<file path="src/rtl/tt_sweep_capture.sv">
// Sweep engine: walks every input vector of a small combinational block, captures
// its 1-bit response into a truth table and compares it against a latched expected table.
module tt_sweep_capture #(
    parameter int N_IN   = 4,
    parameter int SETTLE = 1
) (
    input  logic                     clk,
    input  logic                     rst_n,
    input  logic                     start,
    input  logic                     abort,
    input  logic [(1 << N_IN)-1:0]   expected,
    input  logic                     resp,
    output logic [N_IN-1:0]          stim,
    output logic                     busy,
    output logic                     done,
    output logic [(1 << N_IN)-1:0]   table_out,
    output logic                     match,
    output logic [N_IN:0]            err_count,
    output logic [N_IN-1:0]          first_err
);

    // state    | meaning
    // S_IDLE   | waiting for start; results from the last sweep held
    // S_SETTLE | stim held while the function output settles
    // S_SAMPLE | resp captured into table at the closing edge
    // S_DONE   | one-cycle done pulse, results valid
    typedef enum logic [1:0] {S_IDLE, S_SETTLE, S_SAMPLE, S_DONE} state_e;

    localparam int         N_TAB       = 1 << N_IN;
    localparam logic [3:0] SETTLE_LOAD = 4'(SETTLE - 1);

    state_e            state_q, state_d;
    logic [N_IN-1:0]   stim_q, stim_d;
    logic [3:0]        cnt_q, cnt_d;
    logic [N_TAB-1:0]  table_q, table_d;
    logic [N_TAB-1:0]  exp_q, exp_d;
    logic              match_q, match_d;
    logic [N_IN:0]     err_q, err_d;
    logic [N_IN-1:0]   first_q, first_d;

    logic [N_TAB-1:0]  cap_table;
    logic [N_TAB-1:0]  diff;
    logic [N_IN:0]     diff_cnt;
    logic [N_IN-1:0]   diff_first;

    // Results are scored against the table including the entry captured this cycle.
    always_comb begin
        cap_table         = table_q;
        cap_table[stim_q] = resp;
        diff              = cap_table ^ exp_q;
        diff_cnt          = '0;
        diff_first        = '0;
        for (int i = N_TAB - 1; i >= 0; i--) begin
            if (diff[i]) begin
                diff_cnt   = diff_cnt + (N_IN + 1)'(1);
                diff_first = N_IN'(i);
            end
        end
    end

    always_comb begin
        state_d = state_q;
        stim_d  = stim_q;
        cnt_d   = cnt_q;
        table_d = table_q;
        exp_d   = exp_q;
        match_d = match_q;
        err_d   = err_q;
        first_d = first_q;
        case (state_q)
            S_IDLE: begin
                if (start) begin
                    exp_d   = expected;
                    table_d = '0;
                    err_d   = '0;
                    match_d = 1'b0;
                    first_d = '0;
                    stim_d  = '0;
                    cnt_d   = SETTLE_LOAD;
                    state_d = S_SETTLE;
                end
            end
            S_SETTLE: begin
                if (abort) begin
                    stim_d  = '0;
                    match_d = 1'b0;
                    state_d = S_IDLE;
                end else if (cnt_q == 4'd0) begin
                    state_d = S_SAMPLE;
                end else begin
                    cnt_d = cnt_q - 4'd1;
                end
            end
            S_SAMPLE: begin
                if (abort) begin
                    stim_d  = '0;
                    match_d = 1'b0;
                    state_d = S_IDLE;
                end else begin
                    table_d = cap_table;
                    if (stim_q == '1) begin
                        match_d = (diff_cnt == '0);
                        err_d   = diff_cnt;
                        first_d = diff_first;
                        stim_d  = '0;
                        state_d = S_DONE;
                    end else begin
                        stim_d  = stim_q + N_IN'(1);
                        cnt_d   = SETTLE_LOAD;
                        state_d = S_SETTLE;
                    end
                end
            end
            S_DONE: begin
                state_d = S_IDLE;
            end
            default: begin
                state_d = S_IDLE;
            end
        endcase
    end

    always_ff @(posedge clk or negedge rst_n) begin
        if (!rst_n) begin
            state_q <= S_IDLE;
            stim_q  <= '0;
            cnt_q   <= '0;
            table_q <= '0;
            exp_q   <= '0;
            match_q <= 1'b0;
            err_q   <= '0;
            first_q <= '0;
        end else begin
            state_q <= state_d;
            stim_q  <= stim_d;
            cnt_q   <= cnt_d;
            table_q <= table_d;
            exp_q   <= exp_d;
            match_q <= match_d;
            err_q   <= err_d;
            first_q <= first_d;
        end
    end

    assign stim      = stim_q;
    assign busy      = (state_q == S_SETTLE) || (state_q == S_SAMPLE);
    assign done      = (state_q == S_DONE);
    assign table_out = table_q;
    assign match     = match_q;
    assign err_count = err_q;
    assign first_err = first_q;

endmodule

</file>
<file path="config.mk">
export PLATFORM = sky130hd
export DESIGN_NAME = tt_sweep_capture
export DESIGN_NICKNAME = d
export VERILOG_FILES = /design/src/rtl/tt_sweep_capture.sv
export SDC_FILE = /design/constraint.sdc
export NUM_CORES = 1
export LEC_CHECK = 0
export CORE_MARGIN = 2
export CORE_UTILIZATION = 25
export DETAILED_ROUTE_END_ITERATION = 10
export DONT_BUFFER_PORTS = 1
export MAX_ROUTING_LAYER = met4
export PLACE_DENSITY_LB_ADDON = 0.2
export SETUP_SLACK_MARGIN = 0.5
export SYNTH_ARGS = -nofsm -noshare
export SYNTH_HDL_FRONTEND = slang
export SYNTH_SLANG_ARGS = --single-unit
</file>
<file path="constraint.sdc">
create_clock -name clk -period 7.85 [get_ports clk]
set_input_delay 0.785 -clock clk [delete_from_list [all_inputs] [get_ports clk]]
set_output_delay 0.785 -clock clk [all_outputs]
set_load 0.01 [all_outputs]
</file>
==> After elaboration in Yosys (flattened, before gate mapping) <==
Index checks and enable logic that the tools add are counted.
{ "op_classes": {"n_addsub": 17, "magnitude_cmp": 2, "n_eq_ne": 13, "n_mux": 66, "n_bitwise": 1, "n_reduce_logical": 14} }
{ "op_table": {"columns": ["cell", "count"], "rows": [
  ["4-bit 2-to-1 mux", 26],
  ["5-bit 2-to-1 mux", 18],
  ["5-bit by 1-bit adder with 5-bit output, second input constant", 15],
  ["16-bit 2-to-1 mux", 2],
  ["16-bit case mux with 2 select lines", 1],
  ["4-bit case mux with 3 select lines", 2],
  ["16-bit bitwise mux", 1],
  ["16-bit bitwise XOR", 1],
  ["2-bit inequality test, second input constant", 7],
  ["2-bit 2-to-1 mux", 5],
  ["5-bit case mux with 2 select lines", 1],
  ["2-bit case mux with 4 select lines", 1],
  ["4-bit case mux with 2 select lines", 1],
  ["4-bit AND reduction", 2],
  ["1-bit 2-to-1 mux", 6],
  ["3-bit inequality test, second input constant", 2],
  ["3-bit AND reduction", 2],
  ["6-bit AND reduction", 1],
  ["5-bit zero test", 1],
  ["4-bit by 5-bit < comparator with 1-bit output, second input constant", 1],
  ["4-bit by 1-bit adder with 4-bit output, second input constant", 1],
  ["1-bit demux with 4-bit select", 1],
  ["2-bit == test, second input constant", 2],
  ["4-bit == test, second input constant", 1],
  ["other kinds (11)", 12]
]} }
{ "word_totals": {"register_bits": 52, "input_bits": 21, "output_inout_bits": 32, "word_cells": 121} }

==> Depth between registers and ports, before layout <==
Gate-level depths: netlist of run 1.
{ "depth": {"depth_word": 41, "depth_mapped": 48, "ltp_nobuf": 46} }

==> Least setup slack after synthesis of run 1 <==
OpenSTA, ideal clock, no wires.
{ "synth_path": {"kind": "input -> register", "startpoint": "in resp", "endpoint": "reg match_q (netlist: match)", "setup_ns": 0.092, "t_arrival_ns": 8.688, "t_required_ns": 7.758, "path_slack_ns": -0.929, "path_stages": 44, "n_path_buf": 2, "path_cell_list": "buf_2 clkbuf_1 mux2i_1 xnor2_1 ha_1 xnor2_1 xnor2_4 ha_1 xor2_1 nor3_1 a31oi_1 o21ai_0 ha_1 nor2_1 a211oi_2 xnor2_1 a21o_1 ha_1 (+8 left out) a21oi_1 xor2_1 a21oi_1 ha_1 mux2i_1 nor2_1 xnor2_1 a21oi_1 ha_1 nand2_1 xor2_1 xnor2_1 xor2_1 and3_4 nand2_1 mux2_2 mux2_2 o31ai_2"} }
{ "synth_via": {"elab_chain_cells": 37} }
{ "synth_rtl": {"columns": ["item", "line", "text"], "rows": [
  ["from (decl)", "12", "input logic resp,"],
  ["16-bit bitwise mux *", "49", "cap_table[stim_q] = resp;"],
  ["16-bit bitwise XOR *", "50", "diff = cap_table ^ exp_q;"],
  ["1-bit 2-to-1 mux", "54", "if (diff[i]) begin"],
  ["5-bit by 1-bit adder with 5-bit output", "55", "diff_cnt = diff_cnt + (N_IN + 1)'(1);"],
  ["5-bit 2-to-1 mux", "54", null],
  ["5-bit by 1-bit adder with 5-bit output", "55", null],
  ["5-bit 2-to-1 mux", "54", null],
  ["5-bit by 1-bit adder with 5-bit output", "55", null],
  ["(+21 left out)", null, null],
  ["5-bit by 1-bit adder with 5-bit output", "55", null],
  ["5-bit 2-to-1 mux", "54", null],
  ["5-bit by 1-bit adder with 5-bit output", "55", null],
  ["5-bit 2-to-1 mux *", "54", null],
  ["5-bit zero test *", "102", "match_d = (diff_cnt == '0);"],
  ["1-bit 2-to-1 mux *", "101", "if (stim_q == '1) begin"],
  ["1-bit 2-to-1 mux *", "95", "if (abort) begin"],
  ["1-bit case mux with 3 select lines *", "70", "case (state_q)"],
  ["to (signal assigned)", "139", "match_q <= match_d;"],
  ["to (decl)", "37", "logic match_q, match_d;"]
]} }
Mark *: on every way between the ends. The rest lies on a longest branch, timed or not. The select of a mux whose other input is x is not followed.
A chain may end at the register's enable or synchronous reset.

==> Worst setup path in the final report of run 1 <==
{ "layout_path": {"startpoint": "reg stim_q[0] (netlist: stim[0])", "endpoint": "reg match_q (netlist: match)"} }
{ "layout_via": {"elab_chain_cells": 41, "word_cells_on_any_way": 45, "classes_between": "15 x add/sub; 2 x order compare; 2 x eq/ne; 22 x mux; 1 x bitwise; 3 x reduce/logical"} }
{ "layout_rtl": {"columns": ["item", "line", "text"], "rows": [
  ["from (decl)", "33", "logic [N_IN-1:0] stim_q, stim_d;"],
  ["from (signal assigned)", "135", "stim_q <= stim_d;"],
  ["4-bit by 5-bit < comparator with 1-bit output (not written as such) / 4-bit by 1-bit greater-or-equal comparator with 1-bit output (equally long branches)", "49", null],
  ["1-bit logical AND (not written as such)", "49", null],
  ["1-bit 2-to-1 mux (not written as such)", "49", null],
  ["1-bit demux with 4-bit select", "49", null],
  ["16-bit bitwise mux", "49", null],
  ["16-bit bitwise XOR", "50", null],
  ["1-bit 2-to-1 mux", "54", null],
  ["5-bit by 1-bit adder with 5-bit output", "55", null],
  ["(+25 left out)", null, null],
  ["5-bit by 1-bit adder with 5-bit output", "55", null],
  ["5-bit 2-to-1 mux", "54", null],
  ["5-bit by 1-bit adder with 5-bit output", "55", null],
  ["5-bit 2-to-1 mux", "54", null],
  ["5-bit zero test", "102", null],
  ["1-bit 2-to-1 mux", "101", null],
  ["1-bit 2-to-1 mux", "95", null],
  ["1-bit case mux with 3 select lines", "70", null]
]} }
Parallel ways exist; a longest one is shown, timed or not. The select of a mux whose other input is x is not followed.

==> results.toml, run 1 <==
[status]
outcome = "finished with violations"
violations = "setup timing"

[final_layout]
stdcell_count = 902
stdcell_area_um2 = 6481
drive_gt1_frac = 0.3286
num-nets-final = 683
areaGrowthSynthToFinish_pct = 29.50
n_fill_cell = 2040

[setup_path]
startpoint = "stim[0]"
crit_path_start_kind = "flop"
cpPeakStageDelay_ns = 0.44
rrSetupSlack_ns = -0.44
crit_required_ns = 8.07
worst-path-max-fanout = 3
r2r-start = "stim[0]"
reg2reg_to = "match"
arrival_ns = 8.51
end_kind = "flop"
worst-setup-path-type = "reg2reg"
slowest_stage = "dfrtp_2"
rr_worst_depth = 44

[yosys]
yosys.cell_types.count = 64
ys_async_sr_fraction = 1.000
postSynthAreaPerCell_um2 = 9.116
synth_area_um2 = 5005
synth_area_leaders = "dfrtp_1 (26%), xnor2_1 (8.8%), ha_1 (6.8%)"
synth_nets = 597
synth_ff_type = "dfrtp_1"
synth_edf_count = 0
synth-seq-area-share = 0.2600
netlist_instances = 549
yosys_warnings = 0
synth_seq_cells = 52
synth_top_area_frac = 0.2600
synth_top_area_cell = "dfrtp_1"

[die]
pin_count = 53
core.rowCount = 51
die_w_um = 145.5
die_h_um = 145.5
dieArea_um2 = 21170
core_um2 = 19530
start_util = 0.2563

[grt]
grt_antenna_before_repair = 1
grt_pass1_vias = 4343
gr-total-overflow = 0
grt_pass1_wl_mm = 22.67
grtUsageTotal = 0.1342
grt_max_degree = 53

[routing]
viasPerCell = 4.684
ant_nets = 0
wl_per_cell_um = 15.56
route.detailed.drc = 0
vias = 4225
wl_mm = 14.04
drt_first_pass_iters = 4
drt_iter0_markers = 146

[sta]
hold_violations = 0
worst_slew_pin_slew_ns = 0.9378
fin_crit_sh = 1.056
min_period_ns = 8.292
setup_slack_ns = -0.4417
max_freq_mhz = 120.6
rsz0062_at_grt = "yes"
slew_headroom = 0.3703
setup_violations = 3
slew_violations = 0
skew_ns = 0.008749

[cts]
clock_latency_ns = 0.30
clkSinkCount = 52
cts_buffer_depth = 2
cts_buffers = 5
h-tree-depth = 2
cts_tree = "yes"
cts_root_buf = "clkbuf_16"
clk_pin_slew_worst_paths_ns = 0.08

[placed_design]
dp_cells = 868
dp_hpwl_mm = 10.83
port_buffers = 0
gp_congestion = 0.8417
placed_area_um2 = 5823

[hold_path]
hold_path_class = "in2async"

[flow_run]
maxCapViolCount = 0
flip-flops by register name, indices dropped and copies added, names as in the netlist:
name,flops
state_q,2
exp_q,16
match,1
first_err,4
cnt_q,4
err_count,5
table_out,16
stim,4
worst max-delay path: cells and delay by family (launching register included):
family                     cells  cell delay, ns
DFF                            1            0.44
buffers and inverters          1            0.09
AOI/OAI and AO/OA             12            1.92
muxes                          4            1.01
and+or+nand+nor                8            0.57
adders and majority gates      8            2.09
xor gates and xnor gates      11            2.10
final cells by class:
cell class / instances / area, µm² / share of cell area
clock buffer: 6 / 128.9 / 0.01988
tap: 265 / 331.6 / 0.05116
clock inverter: 2 / 16.27 / 0.002510
inverter: 21 / 78.83 / 0.01216
timing repair buffer: 95 / 724.4 / 0.1118
sequential: 52 / 1304 / 0.2012
multi-input combinational: 460 / 3895 / 0.6010
antenna: 1 / 2.502 / 0.0003861
cells by family after synthesis:
| logic type | Yosys count | synth area share |
|---|---|---|
| AO/OA/AOI/OAI | 130 | 0.1625 |
| XOR/XNOR | 91 | 0.2092 |
| adder cells (fa/ha/maj) | 27 | 0.06750 |
| buffers and inverters | 37 | 0.03200 |
| flip-flops | 52 | 0.2600 |
| multiplexers | 47 | 0.1038 |
| AND/OR/NAND/NOR | 165 | 0.1650 |
synthesized netlist by cell type (5+ instances only):
master and count:
nor2_1 37, nand3_1 10, nand3b_1 7, ha_1 27, clkbuf_1 9, xnor2_4 7
xnor2_1 50, a31oi_1 5, nor3b_1 5, nand2_1 53, nor2b_1 12, nand2b_1 7
dfrtp_1 52, xor2_2 5, a22o_1 7, xor2_1 21, nor3_1 7, mux2_2 19
mux2i_1 26, and3_1 6, inv_1 18, a21oi_1 28, o21ai_0 52, nand4_1 8
xnor2_2 5
per-layer routing:
metal | up-vias | track usage | wire [µm]
met5 | - | - | 0
met4 | 0 | 0.03382 | 257
met3 | 15 | 0.02884 | 648
met2 | 58 | 0.2251 | 6840
met1 | 2034 | 0.1646 | 6293
li1 | 2118 | - | -
worst max-delay path by stage:
| stage | to | slack (ns) | cells past startpoint |
|---|---|---|---|
| floorplan | match | -0.64 | 46 |
| global placement | match | -0.34 | 41 |
| detailed placement | match | -0.51 | 46 |
| CTS | match | -0.25 | 44 |
| global route | match | -0.98 | 44 |
| finish | match | -0.44 | 44 |
placed cells by master (no fill, tap or decap), types with 5 or more instances in the layout:
cell type  synthesis  routed
a21oi_1           28      24
a22o_1             7       7
a31oi_1            5       5
and3_1             6       5
buf_4              0      92
clkbuf_16          0       5
dfrtp_1           52      50
ha_1              27      16
ha_4               0       8
inv_1             18      14
inv_2              3       7
mux2_2            19      18
mux2i_1           26      20
nand2_1           53      50
nand2b_1           7       7
nand3_1           10       9
nand3b_1           7       7
nand4_1            8       8
nor2_1            37      32
nor2_2             0       5
nor2b_1           12      12
nor3_1             7       5
nor3b_1            5       5
o21ai_0           52      50
xnor2_1           50      41
xnor2_2            5      14
xnor2_4            7       7
xor2_1            21      19
xor2_2             5       7
timing repair:
| item | in CTS | in global routing |
|---|---|---|
| setup buffers | 15 | 10 |
| hold buffers | 0 | 0 |
| gates resized for setup | 25 | 33 |
| pin swaps | 18 | 32 |
| setup endpoints to repair | 5 | 5 |
through the flow:
stage | utilization | hold slack [ns] | setup slack (ns) | TNS (ns)
3_3_place_gp | 0.2982 | 0.4910 | -0.3432 | -0.5685
4_1_cts | 0.3180 | 0.1618 | -0.2486 | -0.3748
6_report | 0.3319 | 0.1702 | -0.4417 | -0.9931
2_1_floorplan | - | 0.4838 | -0.6444 | -1.138
3_5_place_dp | 0.2982 | 0.4911 | -0.5132 | -1.258
5_1_grt | 0.3319 | 0.1565 | -0.9820 | -3.563
Power of run 1 is left out: the tool's default activity adds up to more than one toggle a clock period on the data nets, which glitch-free logic cannot reach.
==> run 2: changes to the inputs <==
--- a/config.mk
+++ b/config.mk
@@ -5,7 +5,8 @@
 export SDC_FILE = /design/constraint.sdc
 export NUM_CORES = 1
 export LEC_CHECK = 0
-export CORE_MARGIN = 2
+export ABC_AREA = 1
+export CORE_MARGIN = 4
 export CORE_UTILIZATION = 25
 export DETAILED_ROUTE_END_ITERATION = 10
 export DONT_BUFFER_PORTS = 1
@@ -15,3 +16,4 @@
 export SYNTH_ARGS = -nofsm -noshare
 export SYNTH_HDL_FRONTEND = slang
 export SYNTH_SLANG_ARGS = --single-unit
+export TNS_END_PERCENT = 10
==> run 2 against run 1 <==
Effect of this change: the flow now finishes without violations; global-route usage shrank 0.43 points; final area grew 3.7%; sequential share of layout area shrank 0.68 points; via count grew 13%; die area grew 4.9%; core utilization grew 1.2 points; non-clock buffer count shrank 22; critical path depth grew 7; flip-flop and latch count is the same; maximum frequency grew 15%; critical endpoint is now err_count[4].
==> results.toml, run 2 <==
[yosys]
synth-seq-area-share = 0.2616
synth_edf_count = 0
synth_top_area_cell = "dfrtp_1"
synth_seq_cells = 52
yosys.cell_types.count = 42
synth_common_cells = "nand2_1 (184), inv_1 (100), nand3_1 (67)"
synth_ff_type = "dfrtp_1"
synth_area_leaders = "dfrtp_1 (26%), nand2_1 (14%), inv_1 (7.5%)"
postSynthAreaPerCell_um2 = 6.908
netlist_instances = 720
synth_most_common_cell = "nand2_1"
yosys_warnings = 0
synth_top_area_frac = 0.2616
ys_async_sr_fraction = 1.000
synth_area_um2 = 4974
synth_nets = 768

[placed_design]
gp_congestion = 0.8244
dp_hpwl_mm = 10.69
placed_area_um2 = 5404
port_buffers = 0

[setup_path]
arrival_ns = 7.39
startpoint = "stim[0]"
cpPeakStageDelay_ns = 0.46
worst-setup-path-type = "reg2reg"
worst-path-max-fanout = 4
r2r-start = "stim[0]"
end_kind = "flop"
crit_path_start_kind = "flop"
crit_required_ns = 8.05
slowest_stage = "dfrtp_2"
crit_top_cell = "nand2_2"

[die]
die_w_um = 149.0
core.rowCount = 51
die_h_um = 149.0
dieArea_um2 = 22210
start_util = 0.2547
pin_count = 53
core_um2 = 19530

[grt]
grt_max_degree = 53
grt_pass1_vias = 4694
grt_pass1_wl_mm = 22.93
gr-total-overflow = 0
grtUsageTotal = 0.1299
grt_antenna_before_repair = 0

[final_layout]
antenna_cells = 0
layout_common_cells = "nand2_1 (140), inv_1 (91), nand2_2 (67)"
areaGrowthSynthToFinish_pct = 35.12
num-nets-final = 841
stdcell_area_um2 = 6720
layout_commonest_cell = "nand2_1"
drive_gt1_frac = 0.3741

[sta]
setup_violations = 0
rsz0062_at_grt = "yes"
slew_headroom = 0.3881
max_freq_mhz = 139.1
slew_violations = 0
min_period_ns = 7.190
holdWs_ns = 0.1747
fin_crit_sh = 0.9159
hold_violations = 0
skew_ns = 0.007685
worst_slew_pin_slew_ns = 0.9157

[flow_run]
maxCapViolCount = 0

[routing]
drt_first_pass_iters = 4
ant_nets = 0
wl_per_cell_um = 13.94
route.detailed.drc = 0
vias = 4772
viasPerCell = 4.506
wl_mm = 14.76
drt_iter0_markers = 152

[cts]
cts_buffers = 5
clk_pin_slew_worst_paths_ns = 0.08
cts_root_buf = "clkbuf_16"
clock_latency_ns = 0.30
cts_tree = "yes"
cts_buffer_depth = 2
clkSinkCount = 52
h-tree-depth = 2

[hold_path]
hold_path_class = "in2async"

[status]
outcome = "complete, no violations"
-- run 2: changes by cell type in the layout (fill, tap and decap cells not counted), moves of 20 or more --
cell	delta
nand3_2	+24
mux2i_1	-20
xnor2_1	-34
inv_1	+77
nand2_1	+90
nand2_2	+65
nand3_1	+50
buf_4	-54
o21ai_0	-31
buf_6	+32
-- run 2: cell families (layout without fill, tap and decap cells) --
| group | Yosys count | after routing | synth area share |
|---|---|---|---|
| and+or+nand+nor | 399 | 399 | 0.4000 |
| buffers and inverters | 123 | 197 | 0.09459 |
| AOI/OAI and AO/OA | 88 | 88 | 0.1047 |
| DFF | 52 | 52 | 0.2616 |
| adders and majority gates | 27 | 27 | 0.06792 |
| xor gates and xnor gates | 19 | 19 | 0.04402 |
| muxes | 12 | 12 | 0.02717 |
-- run 2: worst max-delay path, delay by kind of cell (launching register included) --
kind	cells	cell delay, ns
and+or+nand+nor	26	2.69
AOI/OAI and AO/OA	8	1.17
buffers and inverters	6	0.49
adders and majority gates	9	2.06
xor gates and xnor gates	2	0.24
DFF	1	0.46
-- run 2: final cells by class --
cell class                      count  area (µm²)
Timing Repair Buffer               73       679.4
Tap cell                          265       331.6
Clock inverter                      3       68.82
Multi-Input combinational cell    545        3766
Clock buffer                        5       125.1
Inverter                          116       442.9
Sequential cell                    52        1306
Fill cell                        2106       12810
-- run 2: repair_timing --
item	in CTS	in global routing
pin swaps	44	85
endpoints found under the hold margin	0	0
buffers inserted	49	14
endpoints found under the setup margin	5	5
gates resized for setup	33	133
hold buffers	0	0
-- run 2: final timing paths --
check                                    end  slack, ns  cells past startpoint
worst max-delay path            err_count[4]       0.66                     51
worst min-delay path                 stim[3]       0.17                      0
max in group asynchronous       table_out[9]       7.58                      0
worst max register to register  err_count[4]       0.66                     51
worst min register to register      exp_q[5]       0.53                      1
min in group clk                    exp_q[5]       0.53                      1
-- run 2: per-stage QoR --
step | util | TNS, ns | setup WS [ns] | std cells
after floorplan | - | 0 | 0.5053 | 720
after global placement | 0.2768 | -0.1015 | -0.08749 | 988
after detailed placement | 0.2768 | -0.2312 | -0.1425 | 988
after CTS | 0.3126 | 0 | 0.5010 | 1045
after global routing | 0.3442 | 0 | 0.1943 | 1059
final | 0.3442 | 0 | 0.6599 | 1059
-- run 2: layer usage --
metal  vias up  GRT usage  part of all wire
li1       2478          -                 -
met1      2231     0.1552              0.45
met2        51     0.2200              0.49
met3        12    0.02978             0.041
met4         0    0.03661             0.016
met5         -          -                 0
Power of run 2 is left out for the same reason.
